===== config.mk =====
export PLATFORM = sky130hd
export DESIGN_NAME = m_dm_sbuf
export DESIGN_NICKNAME = d
export VERILOG_FILES = /design/src/rtl/m_dm_sbuf.sv
export SDC_FILE = /design/constraint.sdc
export NUM_CORES = 1
export LEC_CHECK = 0
export CAP_MARGIN = 20
export CORE_ASPECT_RATIO = 1.25
export CORE_MARGIN = 2
export CORE_UTILIZATION = 50
export CTS_CLUSTER_SIZE = 14
export DETAILED_ROUTE_END_ITERATION = 10
export GPL_TIMING_DRIVEN = 0
export PLACE_DENSITY = 0.78
export SETUP_SLACK_MARGIN = 0.4
export SLEW_MARGIN = 20
export SYNTH_ARGS = -nofsm -noshare
export SYNTH_HDL_FRONTEND = slang
export SYNTH_SLANG_ARGS = --single-unit

===== constraint.sdc =====
create_clock -name clk -period 4.25 [get_ports clk]
set_input_delay 0.85 -clock clk [delete_from_list [all_inputs] [get_ports clk]]
set_output_delay 0.85 -clock clk [all_outputs]
set_load 0.02 [all_outputs]

===== src/rtl/m_dm_sbuf.sv =====
// M-stage store buffer: queues stores and drains them to the single m_dm port.
// Loads win the port unless they hit a pending store word, in which case they stall.
module m_dm_sbuf #(
    parameter int DEPTH = 4,
    parameter int CW    = $clog2(DEPTH+1)
) (
    input  logic          clk,
    input  logic          reset,
    input  logic          stWrite,
    input  logic [31:0]   stAddr,
    input  logic [31:0]   stData,
    input  logic [3:0]    stOp,
    input  logic          ldReq,
    input  logic [31:0]   ldAddr,
    input  logic [3:0]    ldOp,
    input  logic          dmReady,
    output logic          stall,
    output logic          full,
    output logic          empty,
    output logic [CW-1:0] count,
    output logic          dmWrite,
    output logic [31:0]   dmDst,
    output logic [31:0]   dmWd,
    output logic [3:0]    dmOp
);
    localparam int PW = $clog2(DEPTH);

    logic [31:0]      r_addr [DEPTH];
    logic [31:0]      r_data [DEPTH];
    logic [3:0]       r_op   [DEPTH];
    logic [DEPTH-1:0] r_vld;
    logic [PW-1:0]    r_wptr, r_rptr;
    logic [CW-1:0]    r_count;

    logic w_hit, w_ldGo, w_pop, w_push, w_full, w_empty;

    assign w_full  = (r_count == CW'(DEPTH));
    assign w_empty = (r_count == '0);

    // Word-granular match; partial-word overlap is treated as a hit on purpose.
    always_comb begin
        w_hit = 1'b0;
        for (int i = 0; i < DEPTH; i++)
            if (r_vld[i] && (r_addr[i][31:2] == ldAddr[31:2])) w_hit = 1'b1;
        w_hit = w_hit && ldReq;
    end

    assign w_ldGo = ldReq && dmReady && !w_hit && !reset;
    assign w_pop  = !w_ldGo && !w_empty && dmReady;
    assign w_push = stWrite && (!w_full || w_pop);

    always_comb begin
        dmWrite = 1'b0;
        dmDst   = '0;
        dmWd    = '0;
        dmOp    = '0;
        if (w_ldGo) begin
            dmDst = ldAddr;
            dmOp  = ldOp;
        end else if (w_pop) begin
            dmWrite = 1'b1;
            dmDst   = r_addr[r_rptr];
            dmWd    = r_data[r_rptr];
            dmOp    = r_op[r_rptr];
        end
    end

    // Reset is folded in so stall drops the instant reset is asserted.
    assign stall = !reset && ((ldReq && (w_hit || !dmReady)) || (stWrite && w_full && !w_pop));
    assign full  = w_full;
    assign empty = w_empty;
    assign count = r_count;

    always_ff @(posedge clk) begin
        if (w_push) begin
            r_addr[r_wptr] <= stAddr;
            r_data[r_wptr] <= stData;
            r_op[r_wptr]   <= stOp;
        end
    end

    always_ff @(posedge clk or posedge reset) begin
        if (reset) begin
            r_wptr  <= '0;
            r_rptr  <= '0;
            r_count <= '0;
            r_vld   <= '0;
        end else begin
            // Clear before set: when full, push and pop share one slot and it must stay valid.
            if (w_pop)  r_vld[r_rptr] <= 1'b0;
            if (w_push) r_vld[r_wptr] <= 1'b1;
            if (w_pop)  r_rptr <= r_rptr + PW'(1);
            if (w_push) r_wptr <= r_wptr + PW'(1);
            case ({w_push, w_pop})
                2'b10:   r_count <= r_count + CW'(1);
                2'b01:   r_count <= r_count - CW'(1);
                default: r_count <= r_count;
            endcase
        end
    end
endmodule


==> flow_summary_export.csv, run 1 <==
group,metric,value,unit
status,status,"complete, no violations",
die,die_y,184,microns
sta,hold_viol_final,0,
sta,crit_share_post_route,93.4,%
yosys,syn_area_per_cell,16.5,sq um
setup_path,worst_setup_path_end_kind,"primary output",
yosys,post_synth_most_frequent_cells,"272 x sky130_fd_sc_hd__edfxtp_1, 111 x sky130_fd_sc_hd__xnor2_1, 68 x sky130_fd_sc_hd__mux4_2",
cells_and_area,synthesis_to_finish_area_growth,28.4,%
sta,worst_pin_slew,838,ps
yosys,yosys_most_used_dff,"sky130_fd_sc_hd__edfxtp_1",
clock_tree,clkLatencyLatePin,550,ps
pwr,vdd_ir_drop_max,0.409,mV
clock_tree,clock_sink_count,283,
die,die_width,148,microns
sta,fmax,0.252,GHz
routing,initial_drt_pass_iterations,5,
placed_design,placement.io_buffers,152,
sta,slew_headroom,44.1,%
die,design.die.area,27100,sq um
clock_tree,cts.root.buffer_cell,"sky130_fd_sc_hd__clkbuf_16",
yosys,number_of_flops_mapped_to_enable_cells_by_yosys,272,
yosys,synth_area,12900,sq um
routing,via_count,7552,
placed_design,finalWeightedCongestion,0.885,
global_route,globalRouteOverflowTotal,0,
min_path,hold-path-endpoint,"r_vld[2]",
pwr,power.density,616,nW/um^2
global_route,gr_layer_usage_met2,41.5,%
setup_path,timing.critical_path.max_delay_family,"simple AND/OR/NAND/NOR gates",
setup_path,timing.critical_path.mode_cell,"sky130_fd_sc_hd__buf_12",
cells_and_area,layout.core_utilization,65.5,%
min_path,worst_hold_path.num_cells,1,
global_route,global_route.usage.met3,3.40,%
setup_path,crit_path_launch,"ldAddr[9]",
cells_and_area,nFillCells,1769,
global_route,global_route.peak_usage_layer,"met2",
yosys,post_synth_arst_share,3.89,%
routing,detailedRoute.firstIterationViolations,504,
global_route,global_route_wire_length_before_repair,47400,microns
die,placement_rows,65,
yosys,synth-warning-count,0,
sta,grt_setup_unrepaired,"true",
setup_path,cp.arrival,3120,ps
yosys,synth.most_common_cell,"sky130_fd_sc_hd__edfxtp_1",
setup_path,crit_buf_inv,6,
yosys,synth_fp_nets,897,
setup_path,cpPeakStageDelay,390,ps
placed_design,place_ws,-520,ps
pwr,leakage_power_total,5.83,nW
yosys,synth_top_area_cell,"sky130_fd_sc_hd__edfxtp_1",
yosys,post_synth_num_cell_types,38,
placed_design,estimated_wirelength_of_the_detail_placed_design,22600,microns
sta,clock-skew-final,37.2,ps
global_route,grt_util_met1,29.8,%
setup_path,required_time_of_the_worst_setup_path,3400,ps
setup_path,startpoint_type,"input pin",
yosys,yosysSeqAreaShare,65.5,%
global_route,grt.total_usage,23.4,%
clock_tree,cts_buffer_depth,3,
clock_tree,numCtsBuffers,27,
setup_path,critical_path.max_fanout,7,
flow_run,timing.max_cap.violations,0,
sta,drv_slew,0,
cells_and_area,nets,1112,
routing,viasPerCell,5.59,
setup_path,timing.rr.start,"r_addr[0][9]",
die,ios,184,
sta,postLayoutSetupSlackWorst,282,ps
setup_path,worst_r2r_endpoint,"r_addr[2][21]",
routing,route.detailed.drc,0,
setup_path,reg2reg_depth,14,
die,initial_core_util,51.0,%
global_route,antenna_found_initial,2,
yosys,portion_of_synthesized_cell_area_occupied_by_the_leading_cell_type,63.4,%
min_path,worst_hold_startpoint,"r_vld[2]",
clock_tree,clkTransAtPathRegs,60,ps
setup_path,crit_chain,"clkbuf_4, xnor2_4, nand4_1, nor4_4, nand4_1, buf_4, nand4_4, buf_12, nand2b_4, buf_12, buf_12, nor2b_1, buf_4",
die,core_region_area,25300,sq um
min_path,worstHoldPathType,"flip-flop to flip-flop",
routing,post_drt_wl_per_cell,23.4,microns
setup_path,regToRegSetupSlack,690,ps
cells_and_area,drive_gt1_share,31.9,%
setup_path,worstSetupPathType,"input pin to primary output",
global_route,first_global_vias,7954,
yosys,syn-instance-count,779,
sta,hold_ws,516,ps
global_route,grt_max_degree,21,
yosys,yosys_register_bits,283,
clock_tree,post_cts_hold_buffers,0,
clock_tree,cts-htree-levels,1,
yosys,synth.area.top_cells,"sky130_fd_sc_hd__edfxtp_1 63%, sky130_fd_sc_hd__mux4_2 12%, sky130_fd_sc_hd__xnor2_1 7.5%",
sta,final_setup_viols,0,
sta,final.min_clock_period,3970,ps
routing,detail_route.wirelength,31600,microns
routing,final_antenna_net_count,0,
setup_path,critPathSlowestCell,"sky130_fd_sc_hd__nor4_4",
clock_tree,tritoncts,"done",
metrics by stage:
stage	setup TNS, ps	instance area, sq um	cells	total power (W)
after CTS	0	16300	1339	0.0101
after global routing	0	16600	1351	0.0106
after global placement	-698720	14800	1266	0.00753
after floorplan	-71950	12900	779	0.00622
final	0	16600	1351	0.0102
after detailed placement	-18680	15300	1283	0.00782
how the worst max path moves through the flow:
stage          depth (start not counted)           end
2_1_floorplan                          9  r_addr[3][0]
3_3_place_gp                           9  r_data[1][7]
3_5_place_dp                          10     dmDst[28]
4_1_cts                               10     dmDst[29]
5_1_grt                               13      dmWd[29]
6_report                              13      dmWd[29]
layer usage:
metal	share of wire, %	routed length (microns)
met2	52	16500
met4	3.3	1060
met3	7.7	2440
met1	37	11600
met5	0.038	12
state kept, by name, indices dropped and copies added, names as in the netlist:
name,cells
r_data,128
r_vld,4
r_op,16
r_rptr,2
r_addr,128
count,3
r_wptr,2
cell type report:
type                       instances  area (sq um)  area share [%]
clock inverter                    15           153           0.922
inverter                          45           169            1.02
clock buffer                      35           726            4.38
sequential                       283          8440            51.0
tap                              335           419            2.53
buffer                            64           453            2.74
multi-input combinational        387          4280            25.9
antenna                            1          2.50          0.0151
timing repair buffer             186          1910            11.5
report_power, final:
| group | internal (W) | switching [W] | total [W] |
|---|---|---|---|
| logic | 0.00189 | 0.00199 | 0.00388 |
| clock network | 0.00139 | 0.000996 | 0.00238 |
| registers | 0.00370 | 0.000239 | 0.00394 |
placed cells by master (no fill, tap or decap), types with 8 or more instances in the layout:
cell type / count
sky130_fd_sc_hd__edfxtp_1: 272
sky130_fd_sc_hd__xnor2_1: 98
sky130_fd_sc_hd__clkdlybuf4s50_1: 82
sky130_fd_sc_hd__mux4_2: 68
sky130_fd_sc_hd__buf_2: 58
sky130_fd_sc_hd__inv_1: 44
sky130_fd_sc_hd__nand3b_1: 36
sky130_fd_sc_hd__o21ai_0: 29
sky130_fd_sc_hd__clkbuf_16: 29
sky130_fd_sc_hd__buf_4: 29
sky130_fd_sc_hd__nand4_1: 28
sky130_fd_sc_hd__clkbuf_2: 20
sky130_fd_sc_hd__buf_6: 18
sky130_fd_sc_hd__buf_16: 16
sky130_fd_sc_hd__clkbuf_1: 15
sky130_fd_sc_hd__xnor2_2: 13
sky130_fd_sc_hd__xor2_1: 11
sky130_fd_sc_hd__nor2b_1: 11
sky130_fd_sc_hd__nor2b_4: 11
sky130_fd_sc_hd__nor2b_2: 11
sky130_fd_sc_hd__nand2_1: 11
sky130_fd_sc_hd__dfrtp_1: 11
sky130_fd_sc_hd__ha_1: 8
worst reg2reg max path, delay by kind of cell (launching register included):
family / cells / cell delay, ps
AO/OA/AOI/OAI: 1 / 390
XOR/XNOR: 1 / 180
buffers and inverters: 7 / 1200
flip-flops: 1 / 470
AND/OR/NAND/NOR: 5 / 1030
logic make-up after synthesis:
kind of cell	count (synthesis)	share of synthesized area, %
AO/OA/AOI/OAI	50	2.35
XOR/XNOR	123	8.42
adder cells (fa/ha/maj)	9	0.932
buffers and inverters	109	3.73
flip-flops	283	65.5
multiplexers	73	12.3
AND/OR/NAND/NOR	132	6.79
what timing repair did:
action | 4_1_cts | 5_1_grt
setup buffers | 6 | 9
endpoints found under the setup margin | 70 | 70
pin swaps | 4 | 12
gates resized for setup | 301 | 165
gates cloned | 0 | 2
(Power assumes the default switching activity.)
==> run 2: changes to the inputs <==
Settings changed: CAP_MARGIN 20 to 25, SLEW_MARGIN 20 to 30.
==> flow_summary_export.csv, run 2 (synthesized netlist as in run 1, its figures left out) <==
group,metric,value,unit
sta,final.min_clock_period,3930,ps
routing,viasPerCell,5.69,
global_route,grt_max_degree,18,
cells_and_area,layout_commonest_cell,"sky130_fd_sc_hd__edfxtp_1",
placed_design,placement.io_buffers,152,
sta,fmax,0.254,GHz
routing,final_antenna_net_count,0,
routing,via_count,7683,
pwr,p_clk_share,23.4,%
global_route,grt.total_usage,23.9,%
die,ios,184,
setup_path,worstSetupPathType,"input pin to primary output",
cells_and_area,top_regs,"r_addr (128), r_data (128), r_op (16)",
setup_path,required_time_of_the_worst_setup_path,3400,ps
cells_and_area,synthesis_to_finish_area_growth,27.7,%
die,initial_core_util,51.0,%
die,die_y,184,microns
sta,crit_share_post_route,92.5,%
clock_tree,cts_buffer_depth,3,
routing,detailedRoute.firstIterationViolations,650,
global_route,first_global_vias,8157,
sta,final_setup_viols,0,
setup_path,worst_setup_path_end_kind,"primary output",
routing,post_drt_wl_per_cell,23.9,microns
clock_tree,clkLatencyLatePin,550,ps
clock_tree,clkTransAtPathRegs,60,ps
clock_tree,clock_sink_count,283,
clock_tree,numCtsBuffers,27,
routing,initial_drt_pass_iterations,5,
routing,detail_route.wirelength,32200,microns
global_route,antenna_found_initial,3,
cells_and_area,drive_gt1_share,31.5,%
pwr,leakage_power_total,5.77,nW
cells_and_area,layout.cells.most_common_list,"272 x sky130_fd_sc_hd__edfxtp_1, 95 x sky130_fd_sc_hd__xnor2_1, 82 x sky130_fd_sc_hd__clkdlybuf4s50_1",
pwr,cellInternalPower,0.00683,W
pwr,power.switching,0.00323,W
pwr,power.density,611,nW/um^2
cells_and_area,final_cell_count_no_fill,1351,
flow_run,timing.max_cap.violations,0,
sta,drv_slew,0,
clock_tree,cts.root.buffer_cell,"sky130_fd_sc_hd__clkbuf_16",
routing,route.detailed.drc,0,
setup_path,startpoint_type,"input pin",
cells_and_area,nets,1112,
die,design.die.area,27100,sq um
placed_design,finalWeightedCongestion,0.885,
global_route,globalRouteOverflowTotal,0,
die,placement_rows,65,
placed_design,number_of_cells_after_detailed_placement,1286,
sta,hold_viol_final,0,
global_route,global_route_wire_length_before_repair,48200,microns
pwr,netSwitchingFraction,32.1,%
sta,grt_setup_unrepaired,"true",
sta,worst_pin_slew,826,ps
sta,slew_headroom,44.9,%
clock_tree,tritoncts,"done",
placed_design,estimated_wirelength_of_the_detail_placed_design,22900,microns
clock_tree,cts-htree-levels,1,
pwr,comb_power_share,37.4,%
cells_and_area,layout.core_utilization,65.1,%
pwr,vdd_ir_drop_max,0.496,mV
sta,clock-skew-final,18.0,ps
die,core_region_area,25300,sq um
setup_path,cp.arrival,3080,ps
die,die_width,148,microns
pwr,power_frac_seq,39.2,%
min_path,worstHoldPathType,"flip-flop to flip-flop",
setup_path,critical_path.max_fanout,5,
status,status,"complete, no violations",
[run 2: changes by cell type in the layout (fill, tap and decap cells not counted), sizes merged]
cell / before / now
diode: 1 / 2
nand4: 29 / 30
clkdlybuf4s15: 1 / 3
clkdlybuf4s18: 1 / 0
clkbuf: 71 / 86
clkinvlp: 1 / 2
buf: 129 / 110
[run 2: path summary, 6_finish.rpt]
kind | slack [ps] | startpoint | depth (start not counted) | end
max in group asynchronous | 3220 | reset | 2 | r_rptr[0]
min | 540 | r_vld[2] | 1 | r_vld[2]
max reg2reg | 900 | r_addr[0][14] | 12 | r_addr[1][26]
min in group asynchronous | 710 | reset | 2 | count[0]
min reg2reg | 540 | r_vld[2] | 1 | r_vld[2]
max | 320 | ldAddr[2] | 13 | dmDst[3]
[run 2: final cells by class]
class,count,area [sq um]
Fill cell,1761,8840
Sequential cell,283,8440
Multi-Input combinational cell,388,4330
Timing Repair Buffer,185,1840
Clock buffer,33,698
Tap cell,335,419
Buffer,64,403
Inverter,45,169
Clock inverter,16,158
Antenna cell,2,5.00
[run 2: repair_timing]
| item | CTS | global route |
|---|---|---|
| hold buffers | 0 | 0 |
| setup buffers | 9 | 2 |
| endpoints found under the setup margin | 70 | 70 |
| resized for setup | 269 | 161 |
| pin swaps | 14 | 11 |
| gates cloned | 2 | 1 |
| hold endpoints to repair | 0 | 0 |
[run 2: per-stage QoR]
stage                     TNS [ps]  hold slack [ps]  total power (W)  cell area [sq um]  setup WS (ps)
final                            0              538           0.0101              16500            319
after global routing             0              550           0.0105              16500            225
after CTS                        0              521           0.0101              16400            319
after detailed placement    -20430              503          0.00781              15300           -539
after global placement     -698720              495          0.00753              14800          -2520
after floorplan             -71950              460          0.00622              12900           -262
[run 2: critical path, cell delays in order]
cell and delay (ps):
sky130_fd_sc_hd__buf_2 160, sky130_fd_sc_hd__xnor2_1 240, sky130_fd_sc_hd__nand4_1 250, sky130_fd_sc_hd__nor4_4 280, sky130_fd_sc_hd__nand4_1 190, sky130_fd_sc_hd__buf_4 200, sky130_fd_sc_hd__nand4_4 150, sky130_fd_sc_hd__buf_6 130
sky130_fd_sc_hd__buf_6 110, sky130_fd_sc_hd__buf_8 120, sky130_fd_sc_hd__nand3b_1 120, sky130_fd_sc_hd__o21ai_1 110, sky130_fd_sc_hd__buf_4 160
[run 2: power by group through the flow]
stage               sequential [W]  combinational (W)  clock (W)
floorplan                  0.00396            0.00226          0
global placement           0.00403            0.00350          0
detailed placement         0.00399            0.00383          0
CTS                        0.00394            0.00376    0.00238
global route               0.00399            0.00400    0.00250
finish                     0.00395            0.00376    0.00235
[run 2: metal layers]
metal	vias to the layer above	part of all wire, %	GRT usage [%]
li1	3383	-	-
met1	3847	36	29.8
met2	381	52	42.4
met3	70	8.3	4.00
met4	2	3.1	8.08
met5	-	0.047	0
